## config.mk

```make
export PLATFORM = sky130hd
export DESIGN_NAME = cache_way_sched
export DESIGN_NICKNAME = d
export VERILOG_FILES = /design/src/rtl/cache_way_sched.sv
export SDC_FILE = /design/constraint.sdc
export NUM_CORES = 1
export LEC_CHECK = 0
export BUFFER_PORTS_ARGS = -buffer_cell sky130_fd_sc_hd__buf_2
export CORE_MARGIN = 4
export CORE_UTILIZATION = 53
export DETAILED_ROUTE_END_ITERATION = 8
export PLACE_DENSITY_LB_ADDON = 0.05
export SLEW_MARGIN = 20
export SYNTH_ARGS = -nofsm -noshare
export SYNTH_HDL_FRONTEND = slang
export SYNTH_SLANG_ARGS = --single-unit
```

## constraint.sdc

```tcl
create_clock -name clk -period 4.1 [get_ports clk]
set_clock_uncertainty 0.05 [all_clocks]
set_input_delay 0.41 -clock clk [delete_from_list [all_inputs] [get_ports clk]]
set_output_delay 0.41 -clock clk [all_outputs]
set_load 0.01 [all_outputs]
```

## src/rtl/cache_way_sched.sv

```systemverilog
// cache_way_sched: sequences one hit/miss lookup at a time into a one-hot way select,
// drive pulse and timed free handshake, keeping true-LRU ages per way.
module cache_way_sched #(
  parameter int NWAY = 3,
  parameter int TIMEOUT = 15,
  localparam int W = (NWAY > 2) ? $clog2(NWAY) : 1
) (
  input  logic            clk,
  input  logic            rst,
  input  logic            req_valid,
  output logic            req_ready,
  input  logic            req_hit,
  input  logic [W-1:0]    req_hit_way,
  input  logic [NWAY-1:0] way_lock,
  output logic [NWAY-1:0] sel_valid,
  output logic            sel_drive,
  input  logic [NWAY-1:0] sel_free,
  output logic            done,
  output logic [W-1:0]    done_way,
  output logic            done_err
);
  typedef enum logic [2:0] {IDLE, CHOOSE, SETUP, DRIVE, WAIT, UPDATE} state_t;
  state_t          state_q;
  logic            hit_q, err_q;
  logic [W-1:0]    hit_way_q, tgt_q;
  logic [NWAY-1:0] lock_q, sel_valid_q;
  logic [7:0]      timer_q;
  logic [W-1:0]    age_q [NWAY];
  logic            sel_drive_q, done_q, done_err_q;
  logic [W-1:0]    done_way_q;
  logic [W-1:0]    vic_d, best_d, pick_d;
  logic            found_d, bad_d, free_d, tmo_d;
  // Oldest unlocked way; strict compare keeps the lowest index on a tie.
  always_comb begin
    vic_d = '0;
    best_d = '0;
    found_d = 1'b0;
    for (int i = 0; i < NWAY; i++)
      if (!lock_q[i] && (!found_d || age_q[i] > best_d)) begin
        vic_d = W'(i);
        best_d = age_q[i];
        found_d = 1'b1;
      end
  end
  assign bad_d  = hit_q ? ({1'b0, hit_way_q} >= (W+1)'(NWAY)) : !found_d;
  assign pick_d = hit_q ? hit_way_q : vic_d;
  assign free_d = sel_free[tgt_q];
  assign tmo_d  = (timer_q + 8'd1) == 8'(TIMEOUT);
  assign req_ready = state_q == IDLE;
  assign sel_valid = sel_valid_q;
  assign sel_drive = sel_drive_q;
  assign done      = done_q;
  assign done_way  = done_way_q;
  assign done_err  = done_err_q;
  always_ff @(posedge clk or negedge rst) begin
    if (!rst) begin
      state_q     <= IDLE;
      hit_q       <= 1'b0;
      err_q       <= 1'b0;
      hit_way_q   <= '0;
      tgt_q       <= '0;
      lock_q      <= '0;
      sel_valid_q <= '0;
      sel_drive_q <= 1'b0;
      done_q      <= 1'b0;
      done_err_q  <= 1'b0;
      done_way_q  <= '0;
      timer_q     <= '0;
      for (int i = 0; i < NWAY; i++) age_q[i] <= W'(NWAY - 1 - i);
    end else begin
      sel_drive_q <= 1'b0;
      done_q      <= 1'b0;
      case (state_q)
        IDLE: if (req_valid) begin
          hit_q     <= req_hit;
          hit_way_q <= req_hit_way;
          lock_q    <= way_lock;
          state_q   <= CHOOSE;
        end
        CHOOSE: if (bad_d) begin
          err_q      <= 1'b1;
          tgt_q      <= '0;
          done_q     <= 1'b1;
          done_err_q <= 1'b1;
          done_way_q <= '0;
          state_q    <= UPDATE;
        end else begin
          err_q       <= 1'b0;
          tgt_q       <= pick_d;
          sel_valid_q <= {{(NWAY-1){1'b0}}, 1'b1} << pick_d;
          state_q     <= SETUP;
        end
        SETUP: begin
          sel_drive_q <= 1'b1;
          state_q     <= DRIVE;
        end
        DRIVE: begin
          timer_q <= '0;
          state_q <= WAIT;
        end
        // A free in the final timer cycle still counts as success.
        WAIT: begin
          timer_q <= timer_q + 8'd1;
          if (free_d || tmo_d) begin
            err_q      <= !free_d;
            done_q     <= 1'b1;
            done_err_q <= !free_d;
            done_way_q <= tgt_q;
            state_q    <= UPDATE;
          end
        end
        UPDATE: begin
          sel_valid_q <= '0;
          done_err_q  <= 1'b0;
          done_way_q  <= '0;
          state_q     <= IDLE;
          if (!err_q)
            for (int i = 0; i < NWAY; i++)
              age_q[i] <= (W'(i) == tgt_q) ? '0 : (age_q[i] < age_q[tgt_q]) ? age_q[i] + 1'b1 : age_q[i];
        end
        default: state_q <= IDLE;
      endcase
    end
  end
endmodule

```

==> metrics.yaml, run 1 <==
floorplan:
  die_h_um: 69.0
  num_rows: 21
  design.core.area_um2: 3470
  die_area_um2: 4770
  die_x_um: 69.0
  start_util_pct: 56.9
  ios: 21
synthesis:
  yosys-top-cells-area: "dfrtp_1 41%, ha_1 5.7%, o21ai_0 4.8%"
  synthAdderAreaFrac_pct: 5.70
  yosys_warnings: 0
  yosys.area.top_type: "dfrtp_1"
  synth_xor_area_share_pct: 2.22
  synth_mux_area_share_pct: 5.45
  synth_most_common_cell: "dfrtp_1"
  synth_compound_area_share_pct: 20.9
  synthCells: 206
  synth-edff-count: 0
  ys_seq_area_share_pct: 43.2
  yosys-top-cells-count: "32 x dfrtp_1, 22 x nand2_1, 19 x o21ai_0"
  synth_seq_cells: 34
  synth_top_area_share_pct: 40.6
  async_reset_ff_share_pct: 100
  synth-simple-area-share_pct: 18.9
  synth_fp_nets: 227
  synthFlopType: "dfrtp_1"
  yosys.cell_types.count: 53
  postSynthAreaPerCell_um2: 9.58
  synth_top_family_by_area: "compound AO/OA/AOI/OAI gates"
  syn_area_um2: 1970
grt:
  grt_pass1_vias: 1645
  grt_pass1_wl_mm: 7.41
  grt_usage_pct: 18.9
  grt_max_degree: 35
  antenna_found_initial: 0
  gr-total-overflow: 0
pwr:
  pwr_density_cell_nw_per_um2: 767
  switching_share_pct: 39.0
  power.internal_mw: 1.04
  seqPwrFrac_pct: 36.9
  clkPwrFrac_pct: 22.5
  irDropWorstVdd_mv: 0.337
  net-switching-power_mw: 0.668
  combPwrFrac_pct: 40.6
  leakagePower_nw: 0.979
final_layout:
  n_fill_cell: 304
  nNetsFinal: 248
  drive_above_1_share_pct: 18.4
  insertedDiodeCount: 0
  fin_area_um2: 2230
  area_growth_syn_to_layout_pct: 13.0
routing:
  routed_wl_mm: 4.07
  wire_per_inst_um: 14.8
  drcViolationCount: 0
  routed_via_density: 5.84
  firstDrtPassIters: 4
  ant_nets: 0
  vias: 1600
  dr.first_iter.drc_count: 67
sta:
  clock.fmax_mhz: 318
  finalHoldViolCount: 0
  finalCritPeriodShare_pct: 76.8
  tns_ns: 0
  setup_viol_count_final: 0
  rsz0062_at_grt: "no"
  period_needed_ns: 3.15
  tightest_slew_ns: 0.735
  hold_ws_ns: 0.126
  slew_headroom_pct: 51.0
  slew_violations: 0
clock_tree:
  cts_max_level: 2
  cts-resized-gates: 0
  ctsLongestPathBuffers: 2
  cts_setup_buffers: 0
  cts_sinks: 34
  clk_pin_slew_worst_paths_ns: 0.07
  root_buffer: "clkbuf_8"
  numCtsBuffers: 5
  worstSkewPairLatency_ns: 0.29
  cts_tree: "built"
  postCtsHoldBufs: 0
place:
  portBuffers: 20
  placedInstanceArea_um2: 2090
  hpwl_mm: 2.89
  gp_congestion: 0.779
critical_path:
  path_class: "flop to flop"
  cp_max_fo: 6
  start_kind: "flop"
  end_kind: "flop"
  cp.arrival_ns: 3.32
  required_ns: 4.27
job:
  drv_cap: 0
hold_path:
  hold_class: "primary input to asynchronous set/reset pin"
status:
  status: "finished clean"
[cell usage in the layout, fill, tap and decap left out, types with 5 or more instances in the layout]
cell type,instances
nand2_1,22
inv_1,7
clkbuf_8,6
ha_1,9
o21ai_1,6
nand3_1,6
a21oi_1,9
mux2_2,5
o21a_1,5
o21ai_0,19
dfrtp_1,32
nor2_1,15
nor2b_1,7
buf_2,20
[logic make-up after synthesis]
group	after synthesis
buf+inv	13
xor+xnor	5
compound gates	63
flops	34
fa+ha+maj	9
simple gates	72
mux	10
[sequential cells by signal, indices dropped and copies added, names as in the netlist]
register and count:
tgt_q 2, timer_q 8, state_q 3, err_q 1, done_err 1, sel_drive 1
sel_valid 3, done 1, lock_q 3, hit_q 1, age_q 6, hit_way_q 2
done_way 2
[layout make-up]
cell class	count	area, um2	area share [%]
clock inverters	2	60.1	2.69
inverters	7	26.3	1.18
multi-input cells	159	1050	47.1
repair buffers	20	100	4.49
flip-flops and latches	34	853	38.3
clock buffers	6	82.6	3.70
well taps	46	57.6	2.58
[layer usage]
layer	GRT usage [%]	wire length [um]	up-vias
met5	0	0	-
met1	23.9	1810	764
met3	6.10	210	6
li1	-	-	791
met2	30.4	1980	39
met4	6.51	59	0
[critical path, cell delays in order (launching register included)]
cell,delay (ns)
dfstp_2,0.58
nand2_1,0.09
ha_1,0.30
nor2b_1,0.14
a2bb2oi_1,0.17
nor2_1,0.07
nor2_1,0.18
mux2_2,0.36
ha_1,0.18
nor2b_1,0.13
o21ai_0,0.10
a21oi_1,0.21
mux2i_1,0.14
o31a_1,0.26
o21ai_1,0.11
[final timing paths]
kind,depth (start not counted),endpoint,slack (ns),from
max,14,sel_valid[2],0.95,age_q[5]
min in group clk,3,lock_q[0],0.28,way_lock[0]
min reg2reg,1,done_way[0],0.45,done_way[0]
max reg2reg,14,sel_valid[2],0.95,age_q[5]
max in group asynchronous,1,timer_q[0],3.39,rst
min,1,age_q[1],0.13,rst
[power groups by stage]
| stage | Combinational [mW] | Clock, mW | Sequential (mW) |
|---|---|---|---|
| 2_1_floorplan | 0.560 | 0 | 0.586 |
| 3_5_place_dp | 0.692 | 0 | 0.635 |
| 4_1_cts | 0.701 | 0.392 | 0.630 |
| 3_3_place_gp | 0.658 | 0 | 0.627 |
| 5_1_grt | 0.794 | 0.413 | 0.659 |
| 6_report | 0.694 | 0.386 | 0.631 |
[stage by stage]
step                utilization [%]  std cells  power (mW)  setup WS, ns
global route                   64.3        274        1.87         0.691
floorplan                         -        206        1.15          1.27
detailed placement             60.2        266        1.33          1.02
global placement               60.2        266        1.28          1.15
finish                         64.3        274        1.71         0.952
CTS                            64.3        274        1.72         0.978
Power figures use the tool's default switching activity.
==> inputs of run 2 (changes only) <==
--- a/config.mk
+++ b/config.mk
@@ -7,7 +7,7 @@
 export LEC_CHECK = 0
 export BUFFER_PORTS_ARGS = -buffer_cell sky130_fd_sc_hd__buf_2
 export CORE_MARGIN = 4
-export CORE_UTILIZATION = 53
+export CORE_UTILIZATION = 52
 export DETAILED_ROUTE_END_ITERATION = 8
 export PLACE_DENSITY_LB_ADDON = 0.05
 export SLEW_MARGIN = 20
==> constraint.sdc (replaced) <==
create_clock -name clk -period 2.7 [get_ports clk]
set_clock_uncertainty 0.05 [all_clocks]
set_input_delay 0.27 -clock clk [delete_from_list [all_inputs] [get_ports clk]]
set_output_delay 0.27 -clock clk [all_outputs]
set_load 0.01 [all_outputs]
==> metrics.yaml, run 2 (same netlist as run 1, synthesis figures left out) <==
sta:
  period_needed_ns: 2.87  # -0.273 ns
  clock.fmax_mhz: 348  # +9.5%
  finalHoldViolCount: 0  # unchanged
  slew_violations: 0  # unchanged
  finalCritPeriodShare_pct: 106  # +30 points
  rsz0062_at_grt: "yes"
  layout_setup_ws_ns: -0.175  # -1.13 ns
  setup_viol_count_final: 4  # +4
  hold_ws_ns: 0.0118  # -0.115 ns
  slew_headroom_pct: 48.5  # -2.5 points
  tightest_slew_ns: 0.773  # +0.0374 ns
place:
  placedInstanceArea_um2: 2210  # +5.7%
  gp_congestion: 0.801  # +2.8%
  hpwl_mm: 2.98  # +2.9%
  portBuffers: 20  # unchanged
pwr:
  clkPwrFrac_pct: 13.8  # -8.7 points
  seqPwrFrac_pct: 32.9  # -4.0 points
  net-switching-power_mw: 1.13  # +70%
  combPwrFrac_pct: 53.3  # +13 points
  irDropWorstVdd_mv: 0.513  # +52%
  power.internal_mw: 1.66  # +59%
  leakagePower_nw: 1.04  # +6.4%
  switching_share_pct: 40.6  # +1.5 points
  pwr_density_cell_nw_per_um2: 1170  # +53%
final_layout:
  largest-register: "timer_q"
  final_cell_mix: "32 x dfrtp_1, 20 x nand2_1, 20 x buf_2"
  largest_register_ffs: 8  # unchanged
  largestRegisters: "timer_q: 8 flops, age_q: 6 flops"
  nNetsFinal: 262  # +5.6%
  insertedDiodeCount: 0  # unchanged
  final_common_cell: "dfrtp_1"
  fin_area_um2: 2380  # +6.7%
  area_growth_syn_to_layout_pct: 20.5
  drive_above_1_share_pct: 29.3  # +11 points
routing:
  wire_per_inst_um: 14.4  # -3.1%
  drcViolationCount: 0  # unchanged
  vias: 1624  # +1.5%
  firstDrtPassIters: 4  # unchanged
  ant_nets: 0  # unchanged
  routed_via_density: 5.60  # -4.1%
  dr.first_iter.drc_count: 65  # -3.0%
  routed_wl_mm: 4.17  # +2.5%
floorplan:
  die_area_um2: 4850  # +1.7%
  ios: 21  # unchanged
  die_x_um: 69.6  # +0.85%
  start_util_pct: 53.9  # -3.0 points
  design.core.area_um2: 3660  # +5.6%
  num_rows: 22  # +4.8%
  die_h_um: 69.6  # +0.85%
critical_path:
  critical-path-max-stage-delay_ns: 0.56  # -0.02 ns
  required_ns: 2.82  # -1.45 ns
  end_kind: "flop"
  crit_chain: "nand2_4, ha_4, nor2b_4, a2bb2oi_2, nor2_2, nor2_4, mux2_4, ha_4, nand2_1, o21ai_2, a21oi_2, o41a_1, nand2_2, o21ai_2"
  cp_max_fo: 3  # -3
  cp.arrival_ns: 2.99  # -0.33 ns
  start_kind: "flop"
  path_class: "flop to flop"
  worst_path_max_delay_cell: "dfstp_2"
clock_tree:
  numCtsBuffers: 5  # unchanged
  cts_max_level: 2  # unchanged
  cts_tree: "built"
  clk_pin_slew_worst_paths_ns: 0.07  # about the same
  cts_sinks: 34  # unchanged
  ctsLongestPathBuffers: 2  # unchanged
  root_buffer: "clkbuf_8"
  worstSkewPairLatency_ns: 0.28  # about the same
grt:
  gr-total-overflow: 0  # unchanged
  grt_pass1_vias: 1625  # -1.2%
  grt_usage_pct: 18.1  # -0.81 points
  antenna_found_initial: 0  # unchanged
  grt_max_degree: 35  # unchanged
  grt_pass1_wl_mm: 7.20  # -2.8%
status:
  status: "finished, violations left"
  violations: "negative setup slack"
job:
  drv_cap: 0  # unchanged
hold_path:
  hold_class: "primary input to asynchronous set/reset pin"
run 2: changes by cell type in the layout (fill, tap and decap cells not counted), moves of 3 or more:
cell     before  now
o21ai_0      19   16
nor2_1       15   12
nor2b_1       7    4
buf_4         0   14
ha_1          9    6
run 2: per-stage QoR:
stage                     utilization [%]  setup slack, ns  power, mW  setup TNS (ns)  cells
final                                65.0           -0.175       2.80          -0.550    290
after global routing                 65.0           -0.310       3.05           -1.20    290
after CTS                            63.2           -0.173       2.62          -0.590    289
after detailed placement             60.3           -0.201       2.19          -0.686    279
after global placement               60.3          -0.0996       2.13          -0.277    279
after floorplan                         -          -0.0596       1.79          -0.111    206
run 2: layout make-up:
class | count | area [um2]
clock buffers | 7 | 86.3
clock inverters | 1 | 5.00
fillers | 300 | 1280
inverters | 7 | 26.3
multi-input cells | 159 | 1140
flip-flops and latches | 34 | 853
well taps | 48 | 60.1
repair buffers | 34 | 205
run 2: power by group through the flow:
stage,Combinational (mW),Clock [mW],Sequential (mW)
after CTS,1.31,0.395,0.913
after detailed placement,1.27,0,0.921
final,1.49,0.387,0.919
after global placement,1.22,0,0.908
after global routing,1.67,0.423,0.958
after floorplan,0.898,0,0.894
run 2: path summary, 6_finish.rpt:
| path | startpoint | depth (start not counted) | endpoint | slack [ns] |
|---|---|---|---|---|
| worst max-delay path | age_q[5] | 14 | sel_valid[0] | -0.17 |
| worst min-delay path | rst | 1 | hit_way_q[1] | 0.01 |
| worst max register to register | age_q[5] | 14 | sel_valid[0] | -0.17 |
| worst min register to register | done_way[1] | 1 | done_way[1] | 0.45 |
| max in group asynchronous | rst | 1 | timer_q[2] | 2.09 |
| min in group clk | req_hit | 2 | hit_q | 0.16 |
run 2: layer usage:
metal / track usage (%) / vias up / share of wire [%]
li1: - / 810 / -
met1: 22.8 / 790 / 45
met2: 32.1 / 20 / 51
met3: 3.19 / 4 / 2.6
met4: 4.47 / 0 / 0.70
met5: 0 / - / 0
run 2: critical path: cells and delay by family (launching register included):
kind                     cells  cell delay [ns]
AND/OR/NAND/NOR              6             0.55
multiplexers                 1             0.33
adder cells (fa/ha/maj)      2             0.52
flip-flops                   1             0.56
AO/OA/AOI/OAI                5             0.75
run 2: timing repair:
action,CTS,global route
buffers inserted,2,1
endpoints found under the setup margin,5,5
gates resized for setup,0,15
pin swaps,4,11
hold buffers,0,0
==> inputs of run 3 (changes only) <==
--- a/config.mk
+++ b/config.mk
@@ -9,7 +9,7 @@
 export CORE_MARGIN = 4
 export CORE_UTILIZATION = 52
 export DETAILED_ROUTE_END_ITERATION = 8
-export PLACE_DENSITY_LB_ADDON = 0.05
+export PLACE_DENSITY = 0.76
 export SLEW_MARGIN = 20
 export SYNTH_ARGS = -nofsm -noshare
 export SYNTH_HDL_FRONTEND = slang
==> metrics.yaml, run 3 (same netlist as run 1, synthesis figures left out) <==
grt:
  grt_max_degree: 35  # unchanged
  grt_pass1_vias: 1530  # -5.8%
  antenna_found_initial: 0  # unchanged
  gr-total-overflow: 0  # unchanged
  grt_usage_pct: 17.2  # -0.89 points
  grt_pass1_wl_mm: 6.86  # -4.8%
critical_path:
  cp.arrival_ns: 2.97  # -0.02 ns
  crit_chain: "nand2_2, ha_4, nor2b_4, a2bb2oi_2, nor2_2, nor2_2, nor2_1, a21oi_1, ha_1, nor2b_1, o21ai_2, a21oi_2, o41a_1, nand2_1, o21ai_1"
  critical-path-max-stage-delay_ns: 0.53  # -0.03 ns
  required_ns: 2.81  # about the same
  end_kind: "flop"
  path_class: "flop to flop"
  cpMostUsedCell: "nor2_2"
  start_kind: "flop"
  cp_max_fo: 3  # unchanged
  worst_path_max_delay_cell: "dfstp_2"
pwr:
  combPwrFrac_pct: 54.1  # +0.8 points
  pwr_density_cell_nw_per_um2: 1170  # -0.74%
  switching_share_pct: 40.0  # -0.60 points
  net-switching-power_mw: 1.10  # -3.1%
  seqPwrFrac_pct: 33.4  # +0.5 points
  clkPwrFrac_pct: 12.5  # -1.3 points
  power.internal_mw: 1.65  # -0.63%
  leakagePower_nw: 1.04  # -0.29%
  irDropWorstVdd_mv: 0.661  # +29%
sta:
  period_needed_ns: 2.86  # -0.0129 ns
  clock.fmax_mhz: 349  # +0.45%
  tightest_slew_ns: 0.752  # -0.0207 ns
  finalCritPeriodShare_pct: 106  # -0.48 points
  slew_violations: 0  # unchanged
  rsz0062_at_grt: "yes"
  slew_headroom_pct: 49.9  # +1.4 points
  finalHoldViolCount: 0  # unchanged
  layout_setup_ws_ns: -0.162  # +0.0129 ns
  tns_ns: -0.458  # +0.0911 ns
  setup_viol_count_final: 5  # +1
final_layout:
  area_growth_syn_to_layout_pct: 19.5
  largest-register: "timer_q"
  insertedDiodeCount: 0  # unchanged
  largestRegisters: "timer_q: 8 flops, age_q: 6 flops"
  final_common_cell: "dfrtp_1"
  n_fill_cell: 293  # -2.3%
  largest_register_ffs: 8  # unchanged
  final_cell_mix: "32 x dfrtp_1, 20 x nand2_1, 20 x buf_2"
  drive_above_1_share_pct: 26.9  # -2.4 points
  nNetsFinal: 265  # +1.1%
routing:
  drcViolationCount: 0  # unchanged
  dr.first_iter.drc_count: 67  # +3.1%
  firstDrtPassIters: 4  # unchanged
  wire_per_inst_um: 14.0  # -2.4%
  ant_nets: 0  # unchanged
  routed_wl_mm: 4.11  # -1.4%
  vias: 1614  # -0.62%
  routed_via_density: 5.51  # -1.6%
clock_tree:
  cts_tree: "built"
  clk_pin_slew_worst_paths_ns: 0.06  # about the same
  cts_sinks: 34  # unchanged
  cts_max_level: 2  # unchanged
  root_buffer: "clkbuf_8"
  ctsLongestPathBuffers: 2  # unchanged
  postCtsHoldBufs: 0  # unchanged
  numCtsBuffers: 5  # unchanged
  worstSkewPairLatency_ns: 0.27  # about the same
hold_path:
  hold_class: "primary input to asynchronous set/reset pin"
floorplan:
  design.core.area_um2: 3660  # unchanged
  start_util_pct: 53.9  # unchanged
  ios: 21  # unchanged
  num_rows: 22  # unchanged
  die_h_um: 69.6  # unchanged
  die_x_um: 69.6  # unchanged
  die_area_um2: 4850  # unchanged
status:
  status: "finished, violations left"
  violations: "negative setup slack"
place:
  gp_congestion: 0.807  # +0.75%
  post-place-ws_ns: -0.174  # +0.0270 ns
  hpwl_mm: 2.88  # -3.2%
  portBuffers: 20  # unchanged
job:
  drv_cap: 0  # unchanged
run 3: changes by cell type in the layout (fill, tap and decap cells not counted), sizes merged:
cell    previous run  this run
buf               34        37
clkbuf             7         8
clkinv             1         0
run 3: worst paths after layout:
path	start	end	slack, ns	cells after the start
max	age_q[5]	sel_valid[0]	-0.16	15
min	rst	timer_q[3]	0.009	1
max reg2reg	age_q[5]	sel_valid[0]	-0.16	15
min reg2reg	sel_valid[2]	sel_valid[2]	0.47	2
max in group asynchronous	rst	timer_q[7]	2.11	1
min in group clk	way_lock[0]	lock_q[0]	0.16	3
run 3: final cells by class:
class,count,area [um2],area share [%]
Inverter,7,26.3,1.11
Sequential cell,34,853,36.2
Clock buffer,8,80.1,3.40
Tap cell,48,60.1,2.55
Timing Repair Buffer,37,228,9.66
Multi-Input combinational cell,159,1110,47.1
run 3: what timing repair did:
item / CTS / global route
hold endpoints to repair: 0 / 0
endpoints found under the setup margin: 5 / 5
setup buffers: 2 / 3
pin swaps: 4 / 2
gates resized for setup: 0 / 7
run 3: power groups by stage:
stage,Combinational (mW),Clock [mW],Sequential (mW)
final,1.49,0.345,0.918
after global placement,1.23,0,0.918
after CTS,1.31,0.358,0.913
after detailed placement,1.27,0,0.921
after floorplan,0.898,0,0.894
after global routing,1.67,0.376,0.956
run 3: per-stage QoR:
stage	power, mW	hold slack [ns]	std cells	cell area, um2	utilization (%)
6_report	2.75	0.00851	293	2360	64.4
5_1_grt	3.00	0.0561	293	2360	64.4
4_1_cts	2.58	0.0259	290	2310	63.1
3_5_place_dp	2.19	0.326	280	2210	60.5
3_3_place_gp	2.15	0.332	280	2210	60.5
2_1_floorplan	1.79	-0.0756	206	2010	-
run 3: worst max-delay path, delay by kind of cell, from the launching register on:
kind | cells | cell delay, ns
AO/OA/AOI/OAI | 6 | 0.90
adder cells (fa/ha/maj) | 2 | 0.52
flip-flops | 1 | 0.53
AND/OR/NAND/NOR | 7 | 0.73
run 3: per-layer routing:
layer	GRT usage, %	share of wire (%)
met1	22.4	47
met2	29.0	48
met3	4.20	3.7
met4	3.83	0.49
met5	0	0
